===== src/rtl/db_sao_bo_ctrl.sv =====
// SAO band-offset statistics: accumulates per-band diff sums/counts for one CTB
// component, then scans the 29 four-band windows for the largest |sum| total.
module db_sao_bo_ctrl (
  input  logic        clk,
  input  logic        rst_n,
  input  logic        start_i,
  input  logic [12:0] pix_num_i,
  input  logic        pix_valid_i,
  input  logic [7:0]  dp_i,
  input  logic [7:0]  op_i,
  input  logic [4:0]  rd_band_i,
  output logic        busy_o,
  output logic        done_o,
  output logic [4:0]  band_pos_o,
  output logic [21:0] band_cost_o,
  output logic [20:0] rd_sum_o,
  output logic [12:0] rd_cnt_o
);

  typedef enum logic [1:0] {IDLE, ACC, SCAN, DONE} state_t;

  localparam logic [4:0] LAST_WIN = 5'd28;

  state_t             state_q, state_d;
  logic [12:0]        pix_num_q, pix_num_d;
  logic [12:0]        pix_cnt_q, pix_cnt_d;
  logic [4:0]         scan_b_q, scan_b_d;
  logic [4:0]         best_pos_q, best_pos_d;
  logic [21:0]        best_cost_q, best_cost_d;
  logic               busy_q, busy_d;
  logic               done_q, done_d;
  logic [4:0]         band_pos_q, band_pos_d;
  logic [21:0]        band_cost_q, band_cost_d;
  logic signed [20:0] sum_q [32];
  logic signed [20:0] sum_d [32];
  logic [12:0]        cnt_q [32];
  logic [12:0]        cnt_d [32];

  logic [4:0]         pix_band;
  logic signed [8:0]  pix_diff;
  logic [21:0]        win_cost;

  function automatic logic [21:0] mag(input logic signed [20:0] v);
    logic [20:0] u;
    u = $unsigned(v);
    return v[20] ? {1'b0, ~u + 21'd1} : {1'b0, u};
  endfunction

  assign pix_band = dp_i[7:3];
  assign pix_diff = $signed({1'b0, op_i}) - $signed({1'b0, dp_i});
  assign win_cost = mag(sum_q[scan_b_q]) + mag(sum_q[scan_b_q + 5'd1])
                  + mag(sum_q[scan_b_q + 5'd2]) + mag(sum_q[scan_b_q + 5'd3]);

  always_comb begin
    state_d     = state_q;
    pix_num_d   = pix_num_q;
    pix_cnt_d   = pix_cnt_q;
    scan_b_d    = scan_b_q;
    best_pos_d  = best_pos_q;
    best_cost_d = best_cost_q;
    busy_d      = busy_q;
    done_d      = 1'b0;
    band_pos_d  = band_pos_q;
    band_cost_d = band_cost_q;
    for (int i = 0; i < 32; i++) begin
      sum_d[i] = sum_q[i];
      cnt_d[i] = cnt_q[i];
    end
    case (state_q)
      IDLE: begin
        if (start_i) begin
          pix_num_d = pix_num_i;
          pix_cnt_d = 13'd0;
          busy_d    = 1'b1;
          state_d   = ACC;
          for (int i = 0; i < 32; i++) begin
            sum_d[i] = '0;
            cnt_d[i] = '0;
          end
        end
      end
      ACC: begin
        if (pix_num_q == 13'd0) begin
          scan_b_d = 5'd0;
          state_d  = SCAN;
        end else if (pix_valid_i) begin
          sum_d[pix_band] = sum_q[pix_band] + {{12{pix_diff[8]}}, pix_diff};
          cnt_d[pix_band] = cnt_q[pix_band] + 13'd1;
          pix_cnt_d       = pix_cnt_q + 13'd1;
          if (pix_cnt_d == pix_num_q) begin
            scan_b_d = 5'd0;
            state_d  = SCAN;
          end
        end
      end
      SCAN: begin
        // Strict '>' keeps the lowest window on ties; window 0 always seeds.
        if (scan_b_q == 5'd0 || win_cost > best_cost_q) begin
          best_pos_d  = scan_b_q;
          best_cost_d = win_cost;
        end
        scan_b_d = scan_b_q + 5'd1;
        if (scan_b_q == LAST_WIN) begin
          band_pos_d  = best_pos_d;
          band_cost_d = best_cost_d;
          done_d      = 1'b1;
          state_d     = DONE;
        end
      end
      DONE: begin
        busy_d  = 1'b0;
        state_d = IDLE;
      end
      default: state_d = IDLE;
    endcase
  end

  always_ff @(posedge clk or negedge rst_n) begin
    if (!rst_n) begin
      state_q     <= IDLE;
      pix_num_q   <= '0;
      pix_cnt_q   <= '0;
      scan_b_q    <= '0;
      best_pos_q  <= '0;
      best_cost_q <= '0;
      busy_q      <= 1'b0;
      done_q      <= 1'b0;
      band_pos_q  <= '0;
      band_cost_q <= '0;
      for (int i = 0; i < 32; i++) begin
        sum_q[i] <= '0;
        cnt_q[i] <= '0;
      end
    end else begin
      state_q     <= state_d;
      pix_num_q   <= pix_num_d;
      pix_cnt_q   <= pix_cnt_d;
      scan_b_q    <= scan_b_d;
      best_pos_q  <= best_pos_d;
      best_cost_q <= best_cost_d;
      busy_q      <= busy_d;
      done_q      <= done_d;
      band_pos_q  <= band_pos_d;
      band_cost_q <= band_cost_d;
      for (int i = 0; i < 32; i++) begin
        sum_q[i] <= sum_d[i];
        cnt_q[i] <= cnt_d[i];
      end
    end
  end

  assign busy_o      = busy_q;
  assign done_o      = done_q;
  assign band_pos_o  = band_pos_q;
  assign band_cost_o = band_cost_q;
  assign rd_sum_o    = $unsigned(sum_q[rd_band_i]);
  assign rd_cnt_o    = cnt_q[rd_band_i];

endmodule

===== config.mk =====
export PLATFORM = sky130hd
export DESIGN_NAME = db_sao_bo_ctrl
export DESIGN_NICKNAME = d
export VERILOG_FILES = /design/src/rtl/db_sao_bo_ctrl.sv
export SDC_FILE = /design/constraint.sdc
export NUM_CORES = 2
export LEC_CHECK = 0
export CORE_MARGIN = 2
export CORE_UTILIZATION = 55
export DETAILED_ROUTE_END_ITERATION = 10
export MAX_ROUTING_LAYER = met4
export PLACE_DENSITY_LB_ADDON = 0.08
export SETUP_SLACK_MARGIN = 0.3
export SLEW_MARGIN = 20
export SYNTH_ARGS = -nofsm -noshare
export SYNTH_HDL_FRONTEND = slang
export SYNTH_SLANG_ARGS = --single-unit
export TNS_END_PERCENT = 50

===== constraint.sdc =====
create_clock -name clk -period 11.8 [get_ports clk]
set_clock_uncertainty 0.05 [all_clocks]
set_input_delay 2.36 -clock clk [delete_from_list [all_inputs] [get_ports clk]]
set_output_delay 2.36 -clock clk [all_outputs]
set_load 0.02 [all_outputs]

[Yosys cells after proc, flatten, opt, wreduce, memory -nomap -nowiden]
Cells that the tools add are included.
Operators by class
  add/subtract/negate cells: 14
  magnitude comparators: 8
  equality and inequality tests: 11
  mux-type cells: 62
  bitwise gates (word level): 10
  reduce and logical (&&, ||, !) cells: 14
Operator list (count)
  $mux 672: 3
  $pmux 672 s2: 1
  $mux 416: 3
  $pmux 416 s2: 1
  $bwmux 672: 1
  $bmux 21 s5: 6
  $bwmux 416: 1
  $mux 21: 17
  $bmux 13 s5: 2
  $demux 21 s5: 1
  $mux 13: 8
  $add 21x1->21 const B: 4
  $not 21->21: 4
  $demux 13 s5: 1
  $add 22x21->22: 2
  $ge 6x6->1 const B: 6
  $not 5->6: 6
  $add 13x1->13 const B: 2
  $pmux 13 s2: 1
  $add 21x21->22: 1
  $gt 22x22->1: 1
  $mux 22: 1
  $add 21x21->21: 1
  $mux 5: 4
  24 further kinds: 41
Storage, ports and cells
  bits in registers: 1177
  input port bits: 38
  output and inout bits: 63
  logic and storage cells: 193

[Longest topological paths before layout]
  word-level depth: 14
  mapped depth: 45

[Least setup slack after synthesis]
No wires, ideal clock.
  path type: register -> register
  start point: reg scan_b_q[0]
  end point: reg best_pos_q[2]
  arrival time: 9.864 ns
  path slack: 1.761 ns
  cell stages (with the launch flop): 39
  period minus slack after synthesis: 10.039 ns
  path through: dfrtp_1 -> inv_2 -> buf_2 -> buf_2 -> clkbuf_1 -> clkbuf_1 -> ha_1 -> buf_4 -> buf_2 -> buf_2 -> buf_2 -> mux4_2 -> mux4_2 -> mux2i_1 -> buf_2 -> nor2_1 -> a21oi_1 -> fa_1 -> [... 3 more ...] -> a21o_1 -> a221oi_1 -> o311ai_0 -> a311oi_1 -> o21ai_0 -> a21oi_1 -> ha_1 -> a21o_1 -> a21o_1 -> a211o_1 -> a211oi_1 -> o221ai_1 -> o311a_1 -> clkbuf_1 -> and2_1 -> clkbuf_1 -> buf_1 -> mux2_2
Between the ends
  word-level cells in the longest chain between the ends: 14
RTL lines
  start: declaration: line 27  | logic [4:0] scan_b_q, scan_b_d;
  start signal: assignment: line 138  | scan_b_q <= scan_b_d;
  $add 5x1->5: line 51  | assign win_cost = mag(sum_q[scan_b_q]) + mag(sum_q[scan_b_q + 5'd1])
  $not 5->6 (implied by the code): line 51
  $bmux 21 s5: line 51
  $mux 21 (implied by the code) (2 in series): line 51
  $not 21->21: line 46  | return v[20] ? {1'b0, ~u + 21'd1} : {1'b0, u};
  $add 21x1->21: line 46
  $mux 21: line 46
  $add 21x21->22: line 51
  $add 22x21->22 (2 in series): line 52  | + mag(sum_q[scan_b_q + 5'd2]) + mag(sum_q[scan_b_q + 5'd3]);
  $gt 22x22->1: line 98  | if (scan_b_q == 5'd0 || win_cost > best_cost_q) begin
  $logic_or 1x1->1 *: line 98
  $mux 5 *: line 98
  end signal: assignment: line 139  | best_pos_q <= best_pos_d;
  end: declaration: line 28  | logic [4:0] best_pos_q, best_pos_d;
Mark *: on every way between the ends. The rest lies on a longest branch, timed or not. The select of a mux whose other input is x is not followed.
A chain may end at the register's enable or synchronous reset.

[Final worst setup path]
  start point: reg scan_b_q[1]
  end point: reg best_pos_q[2]
Same word-level chain as after synthesis.

==> flow_metrics.py <==
metrics = {
    "run_status": {
        "status": "complete, no violations",
    },
    "clock_tree": {
        "cts_sinks": 1177,
        "cts_max_level": 4,
        "insertion_delay_ns": 0.84,
        "clkTransAtPathRegs_ns": 0.06,
        "cts_buffer_depth": 3,
        "numCtsBuffers": 139,
        "cts_tree": "built",
        "cts_root_buf": "clkbuf_16",
    },
    "floorplan": {
        "initial_core_util": 0.552,
        "die_w_um": 402,
        "dieArea_um2": 162000,
        "num_io_pins": 101,
        "coreArea_um2": 158000,
        "die_h_um": 402,
        "fp-row-count": 146,
    },
    "grt": {
        "gr-total-overflow": 0,
        "grt_max_degree": 161,
        "antenna_found_initial": 23,
        "grtUsageTotal": 0.493,
        "first_global_vias": 70800,
        "grt_first_pass_wirelength_um": 545000,
    },
    "worst_setup_path": {
        "rrSetupSlack_ns": 0.84,
        "start_kind": "flop",
        "r2r-end": "best_pos_q[2]$_DFFE_PN0P_",
        "cp_max_fo": 46,
        "end_kind": "flop",
        "r2r_start": "scan_b_q[1]$_DFFE_PN0P_",
        "path_class": "flop to flop",
        "worstPathRequired_ns": 12.45,
        "critical_path_arrival_ns": 11.60,
        "slowest_delay_ns": 1.02,
        "r2r.worst_path.cells": 29,
        "cp-startpoint": "scan_b_q[1]$_DFFE_PN0P_",
        "worstSetupEndpoint": "best_pos_q[2]$_DFFE_PN0P_",
        "worst_path_max_delay_cell": "xor2_4",
    },
    "power": {
        "power_frac_comb": 0.499,
        "p_clk_frac": 0.255,
        "switching_share": 0.481,
        "power.internal_uw": 9550,
        "p_per_area_nw_per_um2": 192,
        "power_leakage_uw": 0.0378,
        "peakVddDrop_mv": 0.363,
        "p_switching_uw": 8860,
        "p_seq_frac": 0.246,
    },
    "sta": {
        "tns_ns": 0,
        "slew_headroom": 0.135,
        "fin_crit_sh": 0.929,
        "hold_viol_final": 0,
        "rsz0062_at_grt": "no",
        "maxSlewViolCount": 0,
        "worst_slack_ns": 0.842,
        "worst_pin_slew_ns": 1.30,
        "fin_crit_ns": 10.96,
        "max_freq_ghz": 0.0913,
        "hold_ws_ns": 0.428,
        "setup_viol": 0,
    },
    "yosys": {
        "avgSynthCellArea_um2": 12.6,
        "ys_warn_count": 0,
        "synth-async-reset-ratio": 1.00,
        "synth_nets": 7103,
        "synth.cell_area_um2": 87100,
        "ys.flop_type": "dfrtp_1",
        "ys_seq_area_frac": 0.338,
        "ys_types": 79,
        "synth-seq-cells": 1177,
        "synth-edff-count": 0,
        "netlist_instances": 6935,
    },
    "layout": {
        "layout_common_cells": "mux4_2 (1371), dfrtp_1 (1172), nand2_1 (788)",
        "layout_commonest_cell": "mux4_2",
        "drive_above_1_share": 0.309,
        "nets": 6859,
        "syn_to_final_growth_pct": 10.0,
        "final_cell_area_um2": 95800,
    },
    "worst_hold_path": {
        "min_path_type": "flop to flop",
    },
    "detailed_routing": {
        "drtPass1Iterations": 8,
        "drt_iter0_drc": 13200,
        "via_per_inst": 8.30,
        "wl_per_cell_um": 43.2,
        "wirelength_um": 385000,
        "via_count": 74000,
        "drtAntennaViolNets": 0,
        "drc": 0,
    },
    "placement": {
        "placed_cell_area_um2": 90800,
        "place_congestion": 1.03,
        "portBuffers": 100,
        "pre_cts_slack_ns": 0.827,
        "dpl.hpwl_um": 228000,
    },
    "job": {
        "cap_viol_max_count": 0,
    },
}
[sequential cells by signal, indices dropped and copies added (netlist names)]
name / cells
band_cost_o: 22
band_pos_o: 5
best_cost_q: 22
best_pos_q: 5
busy_o: 1
cnt_q: 416
done_o: 1
pix_cnt_q: 13
pix_num_q: 13
scan_b_q: 5
state_q: 2
sum_q: 672
[metrics by stage]
step                      total power (uW)  utilization  cells
after global routing                 18700        0.607   8904
final                                18400        0.607   8922
after detailed placement             13300        0.575   8622
after CTS                            18000        0.606   8868
after global placement               13300        0.575   8622
after floorplan                       9800            -   6935
[power groups by stage]
stage / logic (uW) / registers, uW / clock network (uW)
final: 9180 / 4530 / 4690
after global routing: 9290 / 4550 / 4840
after CTS: 8770 / 4510 / 4680
after detailed placement: 8750 / 4580 / 0
after global placement: 8710 / 4570 / 0
after floorplan: 5370 / 4430 / 0
[worst max-delay path, delay by kind of cell (launching register included)]
kind	cells	cell delay, ns
and+or+nand+nor	7	2.29
DFF	1	0.57
xor gates and xnor gates	3	1.64
adders and majority gates	4	1.62
AOI/OAI and AO/OA	6	2.20
muxes	3	1.17
buffers and inverters	6	1.25
[worst min-delay path by stage]
stage	startpoint	to	cells after the start	slack, ns
global route	band_cost_o[13]$_DFFE_PN0P_	band_cost_o[13]$_DFFE_PN0P_	2	0.46
global placement	band_cost_o[6]$_DFFE_PN0P_	band_cost_o[6]$_DFFE_PN0P_	2	0.41
CTS	band_cost_o[16]$_DFFE_PN0P_	band_cost_o[16]$_DFFE_PN0P_	2	0.44
detailed placement	band_cost_o[16]$_DFFE_PN0P_	band_cost_o[16]$_DFFE_PN0P_	2	0.42
floorplan	cnt_q[117]$_DFFE_PN0P_	cnt_q[117]$_DFFE_PN0P_	2	0.41
finish	band_cost_o[16]$_DFFE_PN0P_	band_cost_o[16]$_DFFE_PN0P_	2	0.43
[repair_timing]
item | in CTS | in global routing
endpoints found under the hold margin | 0 | 0
hold buffers | 0 | 0
buffers inserted | 0 | 0
endpoints found under the setup margin | 0 | 26
resized for setup | 0 | 1
[final cells by class]
cell class                 count  area, um^2
antenna                       54         135
clock buffer                 194        4040
clock inverter                52         846
fill                       12400       62000
inverter                     119         449
multi-input combinational   4898       55100
sequential                  1177       29500
tap                         2072        2590
timing repair buffer         356        3210
[cells by family (layout without fill, tap and decap cells)]
family	Yosys count	count (layout)	share of synthesized area
compound gates	1604	1604	0.127
fa+ha+maj	130	130	0.0225
xor+xnor	155	155	0.0157
buf+inv	860	721	0.0415
mux	1625	1625	0.385
simple gates	1384	1384	0.0701
flops	1177	1177	0.338
other cells	0	54	0
[synthesized netlist by cell type (all sizes together), types with 67 or more instances]
master | number | area, um^2
a22o | 562 | 4920
clkbuf | 512 | 1920
ha | 86 | 1080
nand2 | 821 | 3080
nand3 | 190 | 951
mux2i | 187 | 1890
o21ai | 609 | 3060
nor2 | 116 | 435
mux4 | 1371 | 30900
mux2 | 67 | 754
a21oi | 76 | 380
xnor2 | 99 | 867
dfrtp | 1177 | 29500
o22ai | 79 | 494
inv | 115 | 432
buf | 229 | 1250
[metal layers]
metal | track usage | up-vias | share of wire
met4 | 0.354 | 0 | 0.087
met3 | 0.222 | 1805 | 0.16
li1 | - | 27300 | -
met2 | 0.645 | 7277 | 0.42
met1 | 0.602 | 37600 | 0.33
met5 | - | - | 0
No activity file was read; power rests on OpenSTA's default activity.
